==> src/rtl/mem_arbiter.sv <==
// mem_arbiter: serialises single-word instruction reads and data reads/writes onto one MCB port,
// one transaction outstanding, routing read data back to the issuing client.
module mem_arbiter #(
  parameter bit DATA_FIRST = 1'b1
) (
  input  logic        clk,
  input  logic        rst_n,
  input  logic        i_cmd_en,
  input  logic [29:0] i_cmd_byte_addr,
  output logic        i_cmd_full,
  input  logic        i_rd_en,
  output logic [31:0] i_rd_data,
  output logic        i_rd_empty,
  input  logic        d_cmd_en,
  input  logic [2:0]  d_cmd_instr,
  input  logic [29:0] d_cmd_byte_addr,
  output logic        d_cmd_full,
  input  logic        d_wr_en,
  input  logic [31:0] d_wr_data,
  input  logic [3:0]  d_wr_mask,
  output logic        d_wr_full,
  input  logic        d_rd_en,
  output logic [31:0] d_rd_data,
  output logic        d_rd_empty,
  output logic        mem_cmd_en,
  output logic [2:0]  mem_cmd_instr,
  output logic [5:0]  mem_cmd_bl,
  output logic [29:0] mem_cmd_byte_addr,
  input  logic        mem_cmd_full,
  output logic        mem_wr_en,
  output logic [31:0] mem_wr_data,
  output logic [3:0]  mem_wr_mask,
  input  logic        mem_wr_full,
  output logic        mem_rd_en,
  input  logic [31:0] mem_rd_data,
  input  logic        mem_rd_empty
);
  typedef enum logic [1:0] {IDLE, CMD, WAIT} state_t;
  state_t state;
  logic pend_i, pend_d, d_wr, owner_d, deliver;
  logic [29:0] addr_i, addr_d;
  logic [31:0] wb_data;
  logic [3:0] wb_mask;
  logic el_i, el_d, pick_d;
  assign el_i = pend_i && i_rd_empty;
  assign el_d = pend_d && (d_wr ? d_wr_full : d_rd_empty);
  assign pick_d = el_d && (!el_i || DATA_FIRST);
  assign mem_cmd_bl = 6'b000000;
  // cmd_full lags pend by one cycle on release so it falls the cycle after mem_cmd_en.
  // The popped MCB word is captured one cycle after mem_rd_en (still visible, FWFT).
  always_ff @(posedge clk or negedge rst_n) begin
    if (!rst_n) begin
      state <= IDLE;
      pend_i <= 1'b0;
      pend_d <= 1'b0;
      d_wr <= 1'b0;
      owner_d <= 1'b0;
      deliver <= 1'b0;
      addr_i <= '0;
      addr_d <= '0;
      wb_data <= '0;
      wb_mask <= '0;
      i_cmd_full <= 1'b0;
      d_cmd_full <= 1'b0;
      d_wr_full <= 1'b0;
      i_rd_empty <= 1'b1;
      d_rd_empty <= 1'b1;
      i_rd_data <= '0;
      d_rd_data <= '0;
      mem_cmd_en <= 1'b0;
      mem_cmd_instr <= '0;
      mem_cmd_byte_addr <= '0;
      mem_wr_en <= 1'b0;
      mem_wr_data <= '0;
      mem_wr_mask <= '0;
      mem_rd_en <= 1'b0;
    end else begin
      mem_cmd_en <= 1'b0;
      mem_wr_en <= 1'b0;
      mem_rd_en <= 1'b0;
      i_cmd_full <= pend_i;
      d_cmd_full <= pend_d;
      if (i_cmd_en && !i_cmd_full) begin
        pend_i <= 1'b1;
        addr_i <= i_cmd_byte_addr;
        i_cmd_full <= 1'b1;
      end
      if (d_cmd_en && !d_cmd_full) begin
        pend_d <= 1'b1;
        addr_d <= d_cmd_byte_addr;
        d_wr <= d_cmd_instr == 3'b000;
        d_cmd_full <= 1'b1;
      end
      if (d_wr_en && !d_wr_full) begin
        d_wr_full <= 1'b1;
        wb_data <= d_wr_data;
        wb_mask <= d_wr_mask;
      end
      if (i_rd_en && !i_rd_empty) i_rd_empty <= 1'b1;
      if (d_rd_en && !d_rd_empty) d_rd_empty <= 1'b1;
      if (deliver) begin
        deliver <= 1'b0;
        if (owner_d) begin
          d_rd_data <= mem_rd_data;
          d_rd_empty <= 1'b0;
        end else begin
          i_rd_data <= mem_rd_data;
          i_rd_empty <= 1'b0;
        end
      end
      case (state)
        IDLE:
          if (mem_rd_en) begin
          end else if (!mem_rd_empty) begin
            mem_rd_en <= 1'b1;
          end else if (pick_d && d_wr) begin
            if (!mem_wr_full) begin
              mem_wr_en <= 1'b1;
              mem_wr_data <= wb_data;
              mem_wr_mask <= wb_mask;
              d_wr_full <= 1'b0;
              state <= CMD;
            end
          end else if (el_d || el_i) begin
            if (!mem_cmd_full) begin
              mem_cmd_en <= 1'b1;
              mem_cmd_instr <= 3'b001;
              mem_cmd_byte_addr <= pick_d ? addr_d : addr_i;
              owner_d <= pick_d;
              if (pick_d) pend_d <= 1'b0;
              else pend_i <= 1'b0;
              state <= WAIT;
            end
          end
        CMD:
          if (!mem_cmd_full) begin
            mem_cmd_en <= 1'b1;
            mem_cmd_instr <= 3'b000;
            mem_cmd_byte_addr <= addr_d;
            pend_d <= 1'b0;
            state <= IDLE;
          end
        WAIT:
          if (!mem_rd_empty) begin
            mem_rd_en <= 1'b1;
            deliver <= 1'b1;
            state <= IDLE;
          end
        default: state <= IDLE;
      endcase
    end
  end
endmodule

==> config.mk <==
export PLATFORM = sky130hd
export DESIGN_NAME = mem_arbiter
export DESIGN_NICKNAME = d
export VERILOG_FILES = /design/src/rtl/mem_arbiter.sv
export SDC_FILE = /design/constraint.sdc
export NUM_CORES = 1
export LEC_CHECK = 0
export ABC_AREA = 1
export CAP_MARGIN = 5
export CORE_AREA = 3 3 144 146
export CTS_BUF_LIST = sky130_fd_sc_hd__clkbuf_4 sky130_fd_sc_hd__clkbuf_8
export DETAILED_ROUTE_END_ITERATION = 8
export DIE_AREA = 0 0 147 149
export GPL_TIMING_DRIVEN = 0
export PLACE_DENSITY_LB_ADDON = 0.2
export SLEW_MARGIN = 20
export SYNTH_ARGS = -nofsm -noshare
export SYNTH_HDL_FRONTEND = slang
export SYNTH_SLANG_ARGS = --single-unit
==> constraint.sdc <==
create_clock -name clk -period 1.51 [get_ports clk]
set_input_delay 0.2265 -clock clk [delete_from_list [all_inputs] [get_ports clk]]
set_output_delay 0.2265 -clock clk [all_outputs]
set_load 0.01 [all_outputs]
==> results_dict.tcl <==
set metrics [dict create \
    status "finished, violations left" \
    violations "setup timing" \
    first_global_vias 8234 \
    wl_um 27900 \
    cts.sinks 242 \
    hold_viol_final 0 \
    total_power_mw 27.1 \
    drv_cap 0 \
    hp-class "in2async" \
    grtUsageMet2_pct 41.9 \
    finalWorstSetupSlack_ps -20.5 \
    place.gp.congestion 0.809 \
    postSynthCellCount 1060 \
    critPathMaxStageDelay_ps 570 \
    path_buf_inv 2 \
    met3_usage_pct 5.77 \
    drt-initial-drc-count 360 \
    crit_family "flip-flops" \
    avgSynthCellArea_sq_um 9.06 \
    clkTransAtPathRegs_ps 60 \
    tightestPinTransition_ps 541 \
    rsz0062_at_grt "yes" \
    avgRoutedWirePerCell_um 16.4 \
    worstReg2RegStart "d_rd_empty$_DFF_PN1_" \
    busiest_layer "met2" \
    cp.depth 2 \
    cp-startpoint "d_rd_empty$_DFF_PN1_" \
    cp.required_ps 1280 \
    cts_tree "built" \
    cts_root_buf "clkbuf_8" \
    swShare_pct 35.6 \
    pwr-share-comb_pct 37.7 \
    htree_levels 2 \
    fin_crit_sh_pct 101 \
    setup_violations 1 \
    crit_type "reg2out" \
    io_buffers 279 \
    drive_above_1_share_pct 15.1 \
    insertion_delay_ps 530 \
    relSlewSlack_pct 63.9 \
    area_delta_synth_final_pct 46.4 \
    crit_arrival_ps 1300 \
    design_area_sq_mm 0.0141 \
    synth-seq-cells 242 \
    p_switching_mw 9.65 \
    period_needed_ps 1530 \
    critical_path_peak_fanout 3 \
    syn_area_sq_mm 0.00960 \
    avgViaCountPerCell 4.91 \
    dp_hpwl_um 19100 \
    drc 0 \
    power.density_mw_per_mm2 1930 \
    crit_chain "buf_6 -> buf_6" \
    rr_worst_depth 10 \
    grt_pass1_wl_um 43600 \
    ant_nets 0 \
    die_h_um 149 \
    slew_viol_final 0 \
    cp-start-kind "register" \
    core_sq_mm 0.0195 \
    grt_max_degree 91 \
    initial_utilization_pct 49.2 \
    clock_skew_ps 18.1 \
    ir_drop_mv 1.24 \
    cts_max_path_buffers 3 \
    final_cell_mix "nand2_1 (396), dfrtp_1 (239), clkdlybuf4s50_1 (139)" \
    p_seq_share_pct 41.3 \
    grt_usage_pct 24.9 \
    slowest_stage "dfstp_2" \
    crit_top_cell "buf_6" \
    ys_types 26 \
    row_count 51 \
    grt_overflow_total 0 \
    yosysWarnings 0 \
    met1_usage_pct 32.2 \
    cp-end-kind "output port" \
    p_leak_nw 7.50 \
    power_frac_clock_pct 21.0 \
    yosysSeqAreaShare_pct 63.1 \
    fmax_ghz 0.653 \
    placed_area_sq_mm 0.0128 \
    num-nets-final 1546 \
    ios 288 \
    die_x_um 147 \
    p_int_mw 17.4 \
    num_vias 8325 \
    antenna_found_initial 1 \
    utilization_pct 72.0 \
    final_common_cell "nand2_1" \
    numCtsBuffers 41 \
    dieArea_sq_mm 0.0219 \
    drtPass1Iterations 5 \
]
[stage by stage]
step	setup slack [ps]	instances	hold WS (ps)	TNS [ps]
final	-20.5	1695	170	-20.5
after global routing	-63.7	1695	175	-1220
after CTS	-0.860	1691	149	-0.860
after detailed placement	-576	1614	121	-36440
after global placement	-10020	1611	442	-2451920
after floorplan	157	1067	-69.1	0
[logic make-up (layout without fill, tap and decap cells)]
kind of cell	count (synthesis)	in the layout	share of synthesized area (%)
muxes	12	12	1.41
buffers and inverters	139	501	6.36
other	1	9	0.0391
DFF	242	242	63.1
AOI/OAI and AO/OA	122	122	6.41
and+or+nand+nor	544	544	22.7
[cell type report]
class	instances	area, sq um
Sequential cell	242	6060
Timing Repair Buffer	295	2920
Clock inverter	6	30.0
Multi-Input combinational cell	686	3210
Buffer	64	457
Fill cell	1518	5470
Inverter	75	282
Clock buffer	61	764
Tap cell	265	332
Antenna cell	1	2.50
[final timing paths]
check                      slack (ps)                           endpoint
setup reg to reg                   20  mem_cmd_byte_addr[24]$_DFFE_PN0P_
hold reg to reg                   460         mem_wr_data[5]$_DFFE_PN0P_
setup / recovery                  -20                         d_rd_empty
min in group clk                  240             addr_d[15]$_DFFE_PN0N_
hold / removal                    170        mem_wr_data[17]$_DFFE_PN0P_
max in group asynchronous         400               d_rd_empty$_DFF_PN1_
[cell usage after synthesis]
cell type,instances,area (sq um)
nand2_2,3,18.8
nand2_1,437,1640
buf_2,17,85.1
dfrtp_1,240,6010
inv_2,6,22.5
nand3_1,61,305
nor3_1,3,15.0
buf_4,8,60.1
o31ai_1,1,7.51
clkbuf_1,33,124
buf_1,1,3.75
nor2_1,34,128
nand3b_4,1,20.0
o21ai_1,17,85.1
nand3_2,1,10.0
dfstp_2,2,52.6
nor2_4,2,22.5
conb_1,1,3.75
o21a_1,1,7.51
mux2_2,12,135
buf_6,5,56.3
or2_2,1,6.26
inv_1,69,259
nand2_4,1,11.3
o21ai_0,76,380
a21oi_1,27,135
[registers in the layout, indices dropped and copies added (netlist names), 2 cells and up]
register,count
state,2
mem_cmd_byte_addr,30
addr_d,30
mem_wr_mask,4
mem_wr_data,32
i_rd_data,32
wb_data,32
d_rd_data,32
addr_i,30
wb_mask,4
[power by group through the flow]
stage | registers [mW] | clock network [mW] | logic [mW]
floorplan | 11.7 | 0 | 3.97
global placement | 11.1 | 0 | 9.84
detailed placement | 11.1 | 0 | 10.1
CTS | 11.0 | 5.83 | 9.46
global route | 11.5 | 6.14 | 11.3
finish | 11.2 | 5.69 | 10.2
[per-layer routing]
layer / wire [um] / vias up
li1: - / 3983
met1: 11200 / 3983
met2: 13800 / 302
met3: 2100 / 57
met4: 741 / 0
met5: 0 / -
[timing repair]
item / in CTS / in global routing
resized for setup: 187 / 112
setup endpoints to repair: 212 / 112
hold endpoints to repair: 186 / 0
gates cloned: 2 / 3
hold buffers: 1 / 0
pin swaps: 3 / 35
buffers inserted: 7 / 1
Power figures use the tool's default switching activity.
